===== src/rtl/otter_io_pkg.sv =====
// Shared register offsets and reset constants for the OTTER I/O hub.
package otter_io_pkg;

    localparam logic [31:0] OFF_SW   = 32'h0;
    localparam logic [31:0] OFF_BTN  = 32'h4;
    localparam logic [31:0] OFF_PEND = 32'h8;

    localparam logic [31:0] OFF_LEDS = 32'h0;
    localparam logic [31:0] OFF_SEGS = 32'h4;
    localparam logic [31:0] OFF_AN   = 32'h8;
    localparam logic [31:0] OFF_MASK = 32'hC;
    localparam logic [31:0] OFF_CLR  = 32'h10;

    localparam logic [7:0] SEGS_RST = 8'hFF;
    localparam logic [3:0] AN_RST   = 4'hF;

endpackage


===== src/rtl/io_debounce.sv =====
// One button: 2-flop synchroniser, stability counter and debounced level.
// rise is combinational and is high during the cycle before the edge on which level goes 0->1.
module io_debounce #(
    parameter int DB_CYCLES = 8
) (
    input  logic clk,
    input  logic RESET_N,
    input  logic pin,
    output logic level,
    output logic rise
);

    localparam int CW = $clog2(DB_CYCLES + 1);
    localparam logic [CW-1:0] CNT_LAST = CW'(DB_CYCLES - 1);

    logic          sync_1;
    logic          sync_2;
    logic [CW-1:0] cnt;
    logic          flip;

    // The counter would reach DB_CYCLES on this edge: toggle instead of counting.
    assign flip = (sync_2 != level) && (cnt == CNT_LAST);
    assign rise = flip && !level;

    always_ff @(posedge clk or negedge RESET_N) begin
        if (!RESET_N) begin
            sync_1 <= 1'b0;
            sync_2 <= 1'b0;
            cnt    <= '0;
            level  <= 1'b0;
        end else begin
            sync_1 <= pin;
            sync_2 <= sync_1;
            if (sync_2 == level) begin
                cnt <= '0;
            end else if (flip) begin
                cnt   <= '0;
                level <= ~level;
            end else begin
                cnt <= cnt + CW'(1);
            end
        end
    end

endmodule


===== src/rtl/otter_io_hub.sv =====
// Memory-mapped I/O hub: switch/button inputs, LED/7-seg outputs and a
// maskable edge-captured button interrupt for the OTTER MCU.
module otter_io_hub
    import otter_io_pkg::*;
#(
    parameter int          N_BTN      = 5,
    parameter int          N_SW       = 16,
    parameter int          N_LED      = 16,
    parameter int          DB_CYCLES  = 8,
    parameter int          INTR_PULSE = 0,
    parameter logic [31:0] BASE_IN    = 32'h11008000,
    parameter logic [31:0] BASE_OUT   = 32'h1100C000
) (
    input  logic             clk,
    input  logic             RESET_N,
    input  logic [N_BTN-1:0] buttons,
    input  logic [N_SW-1:0]  switches,
    input  logic [31:0]      IOBUS_ADDR,
    input  logic [31:0]      IOBUS_OUT,
    input  logic             IOBUS_WR,
    output logic [31:0]      IOBUS_IN,
    output logic [N_LED-1:0] leds,
    output logic [7:0]       segs,
    output logic [3:0]       an,
    output logic             INTR
);

    logic [N_SW-1:0]  sw_s1;
    logic [N_SW-1:0]  sw_s2;
    logic [N_BTN-1:0] btn_lvl;
    logic [N_BTN-1:0] btn_rise;
    logic [N_BTN-1:0] mask;
    logic [N_BTN-1:0] pend;
    logic [N_BTN-1:0] clr_bits;
    logic             irq_any;
    logic             wr_leds, wr_segs, wr_an, wr_mask, wr_clr;
    logic             unused_wdata;

    for (genvar i = 0; i < N_BTN; i++) begin : g_db
        io_debounce #(.DB_CYCLES(DB_CYCLES)) u_db (
            .clk    (clk),
            .RESET_N(RESET_N),
            .pin    (buttons[i]),
            .level  (btn_lvl[i]),
            .rise   (btn_rise[i])
        );
    end

    assign wr_leds  = IOBUS_WR && (IOBUS_ADDR == BASE_OUT + OFF_LEDS);
    assign wr_segs  = IOBUS_WR && (IOBUS_ADDR == BASE_OUT + OFF_SEGS);
    assign wr_an    = IOBUS_WR && (IOBUS_ADDR == BASE_OUT + OFF_AN);
    assign wr_mask  = IOBUS_WR && (IOBUS_ADDR == BASE_OUT + OFF_MASK);
    assign wr_clr   = IOBUS_WR && (IOBUS_ADDR == BASE_OUT + OFF_CLR);
    assign clr_bits = wr_clr ? IOBUS_OUT[N_BTN-1:0] : '0;
    assign unused_wdata = &{1'b0, IOBUS_OUT};

    always_ff @(posedge clk or negedge RESET_N) begin
        if (!RESET_N) begin
            sw_s1 <= '0;
            sw_s2 <= '0;
            leds  <= '0;
            segs  <= SEGS_RST;
            an    <= AN_RST;
            mask  <= '0;
            pend  <= '0;
        end else begin
            sw_s1 <= switches;
            sw_s2 <= sw_s1;
            if (wr_leds) leds <= IOBUS_OUT[N_LED-1:0];
            if (wr_segs) segs <= IOBUS_OUT[7:0];
            if (wr_an)   an   <= IOBUS_OUT[3:0];
            if (wr_mask) mask <= IOBUS_OUT[N_BTN-1:0];
            // A new rising edge beats a simultaneous clear of the same bit.
            pend <= (pend & ~clr_bits) | btn_rise;
        end
    end

    assign irq_any = |(pend & mask);

    if (INTR_PULSE != 0) begin : g_pulse
        logic irq_d;
        always_ff @(posedge clk or negedge RESET_N) begin
            if (!RESET_N) begin
                irq_d <= 1'b0;
                INTR  <= 1'b0;
            end else begin
                irq_d <= irq_any;
                INTR  <= irq_any & ~irq_d;
            end
        end
    end else begin : g_level
        always_ff @(posedge clk or negedge RESET_N) begin
            if (!RESET_N) INTR <= 1'b0;
            else          INTR <= irq_any;
        end
    end

    always_comb begin
        IOBUS_IN = '0;
        case (IOBUS_ADDR)
            BASE_IN + OFF_SW:    IOBUS_IN[N_SW-1:0]  = sw_s2;
            BASE_IN + OFF_BTN:   IOBUS_IN[N_BTN-1:0] = btn_lvl;
            BASE_IN + OFF_PEND:  IOBUS_IN[N_BTN-1:0] = pend;
            BASE_OUT + OFF_LEDS: IOBUS_IN[N_LED-1:0] = leds;
            BASE_OUT + OFF_SEGS: IOBUS_IN[7:0]       = segs;
            BASE_OUT + OFF_AN:   IOBUS_IN[3:0]       = an;
            BASE_OUT + OFF_MASK: IOBUS_IN[N_BTN-1:0] = mask;
            default:             IOBUS_IN            = '0;
        endcase
    end

endmodule


===== config.mk =====
export PLATFORM = sky130hd
export DESIGN_NAME = otter_io_hub
export DESIGN_NICKNAME = d
export VERILOG_FILES = /design/src/rtl/otter_io_pkg.sv /design/src/rtl/io_debounce.sv /design/src/rtl/otter_io_hub.sv
export SDC_FILE = /design/constraint.sdc
export NUM_CORES = 1
export LEC_CHECK = 0
export CORE_MARGIN = 3
export CORE_UTILIZATION = 46
export CTS_CLUSTER_DIAMETER = 80
export DETAILED_ROUTE_END_ITERATION = 10
export GPL_TIMING_DRIVEN = 0
export PLACE_DENSITY = 0.8
export SLEW_MARGIN = 20
export SYNTH_ARGS = -nofsm -noshare
export SYNTH_HDL_FRONTEND = slang
export SYNTH_SLANG_ARGS = --single-unit
export TNS_END_PERCENT = 20

===== constraint.sdc =====
create_clock -name clk -period 2.9 [get_ports clk]
set_input_delay 0.58 -clock clk [delete_from_list [all_inputs] [get_ports clk]]
set_output_delay 0.58 -clock clk [all_outputs]
set_load 0.03 [all_outputs]

=== After elaboration in Yosys (flattened, before gate mapping) ===
Cells that the tools add are included.

* Register bits after elaboration: 106
* Input port bits: 88
* Output and inout port bits: 61
* Logic and storage cells: 111

* Add/subtract/negate cells: 5
* Eq/ne operators: 23
* Multiplexer cells: 15
* Bitwise gates (word level): 14
* Reductions and logical operators: 26

{| class="wikitable"
|+ Operator list
! operator !! number
|-
| 32-bit by 29-bit == test with 1-bit output (second input constant) || 8
|-
| 4-bit 2-to-1 mux || 10
|-
| 4-bit case mux with 7 select lines || 1
|-
| 4-bit by 1-bit adder with 4-bit output (second input constant) || 5
|-
| 4-bit by 3-bit == test with 1-bit output (second input constant) || 5
|-
| 8-bit case mux with 2 select lines || 1
|-
| 1-bit logical AND || 15
|-
| 5-bit AND || 2
|-
| 1-bit inverter || 10
|-
| 2-bit AND reduction || 5
|-
| 3-bit case mux with 3 select lines || 1
|-
| 1-bit case mux with 6 select lines || 1
|-
| 1-bit == test || 5
|-
| 1-bit zero test || 5
|-
| 5-bit 2-to-1 mux || 1
|-
| 1-bit inequality test || 5
|-
| 5-bit inverter || 1
|-
| 5-bit OR || 1
|-
| 5-bit OR reduction || 1
|}

=== Logic depth before layout (Yosys ltp) ===
Gate-level depths: netlist (run 1).

* Depth after elaboration: 6
* Depth in mapped cells: 6
* Mapped depth without buffers: 4

=== By module ===
Synthesis (run 1) repeated with hierarchy kept, for this count alone.

* Cells, all modules: 344
* Area, all modules: 4772.1 um2

{| class="wikitable"
|+ Modules (own cells, without submodules)
! module !! instances !! cells an instance !! area each (um2) !! seq. area each (um2)
|-
| otter_io_hub || 1 || 244 || 3308.2 || 1791.7
|-
| io_debounce || 5 || 20 || 292.8 || 175.2
|}

=== Worst setup path after synthesis (run 1) ===
OpenSTA, ideal clock, no wires.

* Path type: input to output
* Start point: input port IOBUS_ADDR[27]
* End point: output port IOBUS_IN[2]
* Data arrival time: 3111 ps
* Required time: 2320 ps
* Path slack: -791 ps
* Stages: 5
* Cell sequence: nor4b_1 nand4_1 or2_2 clkbuf_1 a2111oi_0

* Word-level cells in the longest chain between the ends: 2
* Elaborated cells on any way between the ends: 8

{| class="wikitable"
|+ RTL lines
! item !! RTL line !! text
|-
| from (decl) || otter_io_hub.sv:18 || <nowiki>input logic [31:0] IOBUS_ADDR,</nowiki>
|-
| 32-bit by 29-bit == test with 1-bit output || otter_io_hub.sv:100 || <nowiki>case (IOBUS_ADDR)</nowiki>
|-
| 4-bit case mux with 7 select lines * || otter_io_hub.sv:100 ||
|-
| to (decl) || otter_io_hub.sv:21 || <nowiki>output logic [31:0] IOBUS_IN,</nowiki>
|}

Mark *: on every way between the ends. The rest lies on a longest branch, timed or not.

=== Worst setup path after layout (run 1) ===
* Start point: input port IOBUS_ADDR[14]
* End point: output port IOBUS_IN[11]

* Word-level cells in the longest chain between the ends: 2
* Elaborated cells on any way between the ends: 3

{| class="wikitable"
|+ RTL lines
! item !! RTL line
|-
| 32-bit by 29-bit == test with 1-bit output || otter_io_hub.sv:100
|-
| 8-bit case mux with 2 select lines * || otter_io_hub.sv:100
|}

Marks and branches as above.

==> results of run 1 <==
==> cell usage in the layout, fill, tap and decap left out, types with 3 or more instances in the layout <==
cell,count
nor2_4,8
nor4_4,5
nor2b_1,5
buf_2,3
mux2_2,43
nand4_1,5
nor2_1,17
conb_1,16
mux2i_1,14
clkbuf_8,10
o21ai_0,7
nand3_1,9
nor3b_1,3
o41ai_1,5
a22oi_1,3
dfstp_2,12
a21oi_1,11
dlymetal6s2s_1,9
nand2b_1,6
ha_1,5
xnor2_1,10
dfrtp_1,94
nor4_2,3
dlygate4sd2_1,19
inv_1,8
nor3_1,7
nand2_1,8
buf_4,36
nand3b_1,6
buf_6,17
clkdlybuf4s50_1,69
==> worst max-delay path: cells and delay by family <==
family        cells  cell delay [ns]
buf+inv           4             1.32
mux               1             0.34
simple gates      1             0.07
==> stage by stage <==
step / std cells / hold WS, ns / utilization (%) / cell area [um2] / power [W]
floorplan: 369 / 0.284 / - / 4620 / 0.00204
global placement: 613 / 0.332 / 62.8 / 5940 / 0.00222
detailed placement: 614 / 0.335 / 63.1 / 5970 / 0.00225
CTS: 639 / 0.106 / 67.6 / 6390 / 0.00315
global route: 643 / 0.112 / 68.6 / 6490 / 0.00328
finish: 643 / 0.104 / 68.6 / 6490 / 0.00313
==> layer usage <==
metal | part of all wire (%) | track usage [%]
met3 | 7.4 | 4.84
met2 | 51 | 35.3
met1 | 40 | 26.4
met5 | 0 | 0
met4 | 1.4 | 6.11
==> path summary, 6_finish.rpt <==
kind	from	endpoint	slack [ns]	depth (start not counted)
worst max register to register	g_db[4].u_db.cnt[0]	g_db[4].u_db.level	1.63	3
min in group clk	sw_s1[9]	sw_s2[9]	0.35	0
worst min-delay path	RESET_N	sw_s1[15]	0.10	1
worst max-delay path	IOBUS_ADDR[14]	IOBUS_IN[11]	0.009	6
max in group asynchronous	RESET_N	segs[4]	2.10	2
worst min register to register	sw_s1[9]	sw_s2[9]	0.35	0
==> where the power goes <==
part	switching, W	internal (W)
Sequential	0.000106	0.00162
Clock	0.000470	0.000420
Combinational	0.000247	0.000271
==> synthesized netlist by cell type, drive strengths merged, types with 2 or more instances <==
library cell	instances	share of area, %
o41ai	5	0.96
and2	2	0.27
inv	8	0.66
mux2i	16	3.5
a21oi	13	1.4
nor3b	3	0.49
o311a	2	0.44
nand2	9	0.74
nand4	5	0.69
xnor2	10	1.9
or4	2	0.41
nor2b	6	0.82
dfstp	12	6.9
nor3	9	0.99
nor4	9	2.7
nand3	9	0.99
clkbuf	6	0.49
a22oi	3	0.49
nand3b	6	0.99
o21ai	7	0.77
nand2b	6	0.82
ha	5	1.4
nor2	25	2.1
mux2	43	11
buf	22	3.6
nor4b	5	0.96
dfrtp	94	52
==> registers in the layout (all words and copies together), names as in the netlist <==
name and flops:
an 4, mask 5, sw_s1 16, INTR 1, leds 16, pend 5, g_db.u_db.level 5, sw_s2 16
g_db.u_db.sync_1 5, segs 8, g_db.u_db.sync_2 5, g_db.u_db.cnt 20
==> timing repair <==
item / 4_1_cts / 5_1_grt
pin swaps: 18 / 15
setup endpoints to repair: 16 / 16
buffers inserted: 12 / 4
resized for setup: 168 / 26
==> final cells by class <==
| cell class | count | area share [%] |
|---|---|---|
| tap | 129 | 2.49 |
| inverter | 8 | 0.463 |
| clock inverter | 4 | 0.790 |
| buffer | 26 | 3.22 |
| multi-input combinational | 227 | 29.7 |
| sequential | 106 | 41.1 |
| clock buffer | 11 | 2.18 |
| timing repair buffer | 132 | 20.1 |
==> logic make-up after synthesis <==
kind of cell / Yosys count
fa+ha+maj: 5
other cells: 1
xor+xnor: 10
flops: 106
buf+inv: 36
compound gates: 36
simple gates: 100
mux: 60
==> out/results.tsv, run 1 <==
metric	value	unit
FF+latch area	2670	um2
I/O pins	149	
CP cell instances	clkdlybuf4s50_1, clkbuf_4, buf_4, mux2i_1, nor2_4, buf_6	
post-DR vias/cell	5.25	
number of global-route vias before repair	3519	
pin count of the biggest net entering global routing	70	
Skew-Pair Late Insertion Delay	0.36	ns
period utilisation layout	99.7	%
hold buffers post-CTS	0	
ys async rst share	100	%
slowest stage delay, CP	0.64	ns
Die Y	106	um
initial antenna violation count	0	
H-Tree Level Count	3	
Synth Area in Simple Gates	13.6	%
HP Class	in2async	
Critical-path top delay cell	clkdlybuf4s50_1	
Initial Util	48.2	%
first-pass GRT wire length	18200	um
Post-synth EDFFs	0	
worst clock skew	0.00512	ns
final hold violations	0	
Worst Tran Pin Value	0.761	ns
Max Fclk	346	MHz
Max clock buf depth	2	
Layout area overhead	42.3	%
Synth Register Bits	106	
Worst Path Required	2.32	ns
Nets	603	
endpoints failing setup	0	
port bufs	115	
Final HPWL DP	8120	um
Synth Instances	354	
root buf cell	clkbuf_8	
vias post-DR	3374	
VDD IR max	0.277	mV
fill count	668	
first-pass detailed-route iteration total	4	
mux cell area share after synthesis	14.6	%
DIE AREA	11100	um2
Starting DRT DRC Count	208	
CP startpoint kind	input port	
synthesized area per cell	12.9	um2
crit path DAT	2.31	ns
Rows	35	
Multi-input gate area	1930	um2
worst-path maximum fanout	10	
gpl congestion	0.808	
Primary FF master, synth	dfrtp_1	
crit path capture type	primary output	
# diodes	0	
Remaining DRCs	0	
sequential-to-total area share from yosys stat	58.5	%
Synth Area in Compound Gates	5.21	%
GRT overflow	0	
Clock Sinks	106	
CTS tree	built	
drt total wl	11600	um
Final min period	2.89	ns
kind of critical path	in2out	
RSZ-0062 raised after global routing	true	
Leak	2.96	nW
Total Neg Setup Slack	0	ns
P per Cell Area	482	nW/um2
Post-Synth XOR/XNOR Area	1.92	%
Tot GR Track Use	20.7	%
YS warnings	0	
max-cap violation count	0	
Reg clk slew, reported paths	0.10	ns
antenna-violating nets left	0	
main combinational cell family by area after synthesis	multiplexers	
fraction of layout cells with a size suffix above 1	31.9	%
Final WS setup	0.00912	ns
Distinct cells, synth	45	
Post-Synth Adder-Cell Area	1.37	%
slew margin rel.	48.9	%
final slew viol count	0	
outcome	finished clean	
core region area	9460	um2
number of CTS-inserted buffers	9	
post-place setup slack	-1.16	ns
Netlist Area Pre-Place	4560	um2
wire per inst	18.0	um
Die Wd	106	um
No activity file was read; power rests on OpenSTA's default activity.
==> run 2: changes to the inputs <==
Settings changed: CELL_PAD_IN_SITES_DETAIL_PLACEMENT from default to 0, CELL_PAD_IN_SITES_GLOBAL_PLACEMENT from default to 1, CORE_UTILIZATION 46 to 36, PLACE_DENSITY 0.8 to default, PLACE_DENSITY_LB_ADDON from default to 0.1.
==> out/results.tsv, run 2 (synthesized netlist as in run 1, its figures left out) <==
metric	value	unit	change
Skew-Pair Late Insertion Delay	0.35	ns	about the same
Final min period	2.82	ns	-0.0722 ns
Initial Util	37.4	%	-11 points
wire per inst	16.5	um	-8.0%
Remaining DRCs	0		unchanged
DIE AREA	14100	um2	+26%
period utilisation layout	97.2	%	-2.5 points
most flop-heavy register	g_db.u_db.cnt		
Max clock buf depth	2		unchanged
Nets	600		-0.50%
outcome	finished clean		
worst clock skew	0.00751	ns	+0.00239 ns
Reg clk slew, reported paths	0.08	ns	-0.02 ns
CTS tree	built		
Die Y	119	um	+12%
Switch Pwr	0.000944	W	+15%
vias post-DR	3227		-4.4%
commonest non-fill, non-tap cell in the layout	dfrtp_1		
I/O pins	149		unchanged
number of global-route vias before repair	3390		-3.7%
Worst Path Required	2.32	ns	about the same
Clock Sinks	106		unchanged
Reg2Reg Setup Slack	1.64	ns	about the same
max FFs per register	20		unchanged
antenna-violating nets left	0		unchanged
post-place setup slack	-1.14	ns	+0.0145 ns
slew margin rel.	48.0	%	-0.88 points
Post-Place Cell Area	6010	um2	+0.82%
RSZ-0062 raised after global routing	false		
part of the power in combinational logic	15.0	%	-1.5 points
first-pass GRT wire length	18200	um	about the same
P per Cell Area	520	nW/um2	+7.8%
internal power	0.00250	W	+8.3%
worst-path maximum fanout	3		-7
Worst Tran Pin Value	0.774	ns	+0.0131 ns
CP cell instances	dlygate4sd2_1, or4_4, buf_4, nor4_1, a32oi_1, a21oi_1, buf_4		
Critical Path Start	IOBUS_ADDR[0]		
crit path capture type	primary output		
commonest cells after routing, fill and taps aside	dfrtp_1, clkdlybuf4s50_1, mux2_2		
endpoints failing setup	0		unchanged
worst r2r src	g_db[4].u_db.cnt[0]		
sequential power share	49.9	%	-5.1 points
Clock Power Share	35.1	%	+6.7 points
crit path DAT	2.24	ns	-0.07 ns
core region area	12200	um2	+29%
Final HPWL DP	8030	um	-1.1%
max-cap violation count	0		unchanged
r2r endpoint	g_db[4].u_db.level		
Sw Share	27.4	%	+1.1 points
Critical Path End	IOBUS_IN[1]		
Design Area, Final	6620	um2	+2.0%
final hold violations	0		unchanged
Crit path top cell by count	buf_4		
drt total wl	11200	um	-2.7%
Die Wd	119	um	+12%
number of CTS-inserted buffers	9		unchanged
Leak	2.99	nW	+1.3%
port bufs	115		unchanged
slowest stage delay, CP	0.56	ns	-0.08 ns
Max Fclk	355	MHz	+2.6%
HP Class	in2async		
Layout area overhead	45.2	%	
gpl congestion	0.757		-6.4%
Critical-path top delay cell	or4_4		
PnR Total Power	0.00344	W	+10%
post-DR vias/cell	4.75		-9.6%
Rows	40		+14%
CP startpoint kind	input port		
# diodes	0		unchanged
Final WS setup	0.0813	ns	+0.0722 ns
final slew viol count	0		unchanged
first-pass detailed-route iteration total	6		+2
Tot GR Track Use	16.4	%	-4.3 points
reg2reg path depth	3		unchanged
pin count of the biggest net entering global routing	62		-11%
initial antenna violation count	0		unchanged
hold buffers post-CTS	0		unchanged
Starting DRT DRC Count	105		-50%
kind of critical path	in2out		
fraction of layout cells with a size suffix above 1	31.8	%	-0.071 points
root buf cell	clkbuf_16		
VDD IR max	0.294	mV	+6.3%
GRT overflow	0		unchanged
H-Tree Level Count	3		unchanged
## run 2: changes by cell type in the layout (fill, tap and decap cells not counted), moves of 2 or more
cell,previous run,this run
inv_6,1,4
clkbuf_16,0,9
clkdlybuf4s50_1,69,71
dlygate4sd2_1,19,17
clkbuf_8,10,0
buf_4,36,34
## run 2: through the flow
step	util, %	setup TNS [ns]	hold slack [ns]	instances
4_1_cts	53.1	-0.0402	0.162	679
3_5_place_dp	49.3	-21.21	0.335	653
5_1_grt	54.2	0	0.186	680
3_3_place_gp	49.0	-302.73	0.332	652
6_report	54.2	0	0.143	680
2_1_floorplan	-	-0.280	0.284	369
## run 2: layer usage
| layer | wire length, um | vias to the layer above | global-route usage (%) |
|---|---|---|---|
| met5 | 0 | - | 0 |
| met4 | 133 | 0 | 5.00 |
| met3 | 702 | 9 | 4.74 |
| met2 | 5280 | 94 | 26.6 |
| met1 | 5130 | 1577 | 21.4 |
| li1 | - | 1547 | - |
## run 2: repair_timing
action / in CTS / in global routing
endpoints found under the setup margin: 16 / 24
pin swaps: 13 / 17
buffers inserted: 12 / 2
resized for setup: 151 / 40
hold endpoints to repair: 0 / 0
## run 2: power groups by stage
stage                     clock [W]  combinational (W)  sequential [W]
after floorplan                   0           0.000315         0.00172
final                       0.00121           0.000517         0.00172
after global placement            0           0.000493         0.00174
after CTS                   0.00125           0.000514         0.00172
after detailed placement          0           0.000503         0.00175
after global routing        0.00130           0.000584         0.00174
## run 2: worst min path at each step
stage | start | to | slack, ns
after detailed placement | g_db[3].u_db.sync_1 | g_db[3].u_db.sync_2 | 0.33
after floorplan | RESET_N | INTR | 0.28
final | RESET_N | g_db[4].u_db.cnt[2] | 0.14
after global routing | RESET_N | g_db[4].u_db.cnt[2] | 0.19
after CTS | RESET_N | g_db[4].u_db.cnt[2] | 0.16
after global placement | sw_s1[11] | sw_s2[11] | 0.33
## run 2: critical path, delay by kind of cell
family | cells | cell delay (ns)
buffers and inverters | 3 | 0.62
AOI/OAI and AO/OA | 2 | 0.28
and+or+nand+nor | 2 | 0.76
## run 2: layout make-up
type                            count  area [um2]
Tap cell                          168         210
Buffer                             25         201
Multi-Input combinational cell    227        1920
Clock buffer                        9         225
Timing Repair Buffer              130        1300
Sequential cell                   106        2670
Fill cell                        1074        5590
Inverter                            8        30.0
Clock inverter                      7        70.1
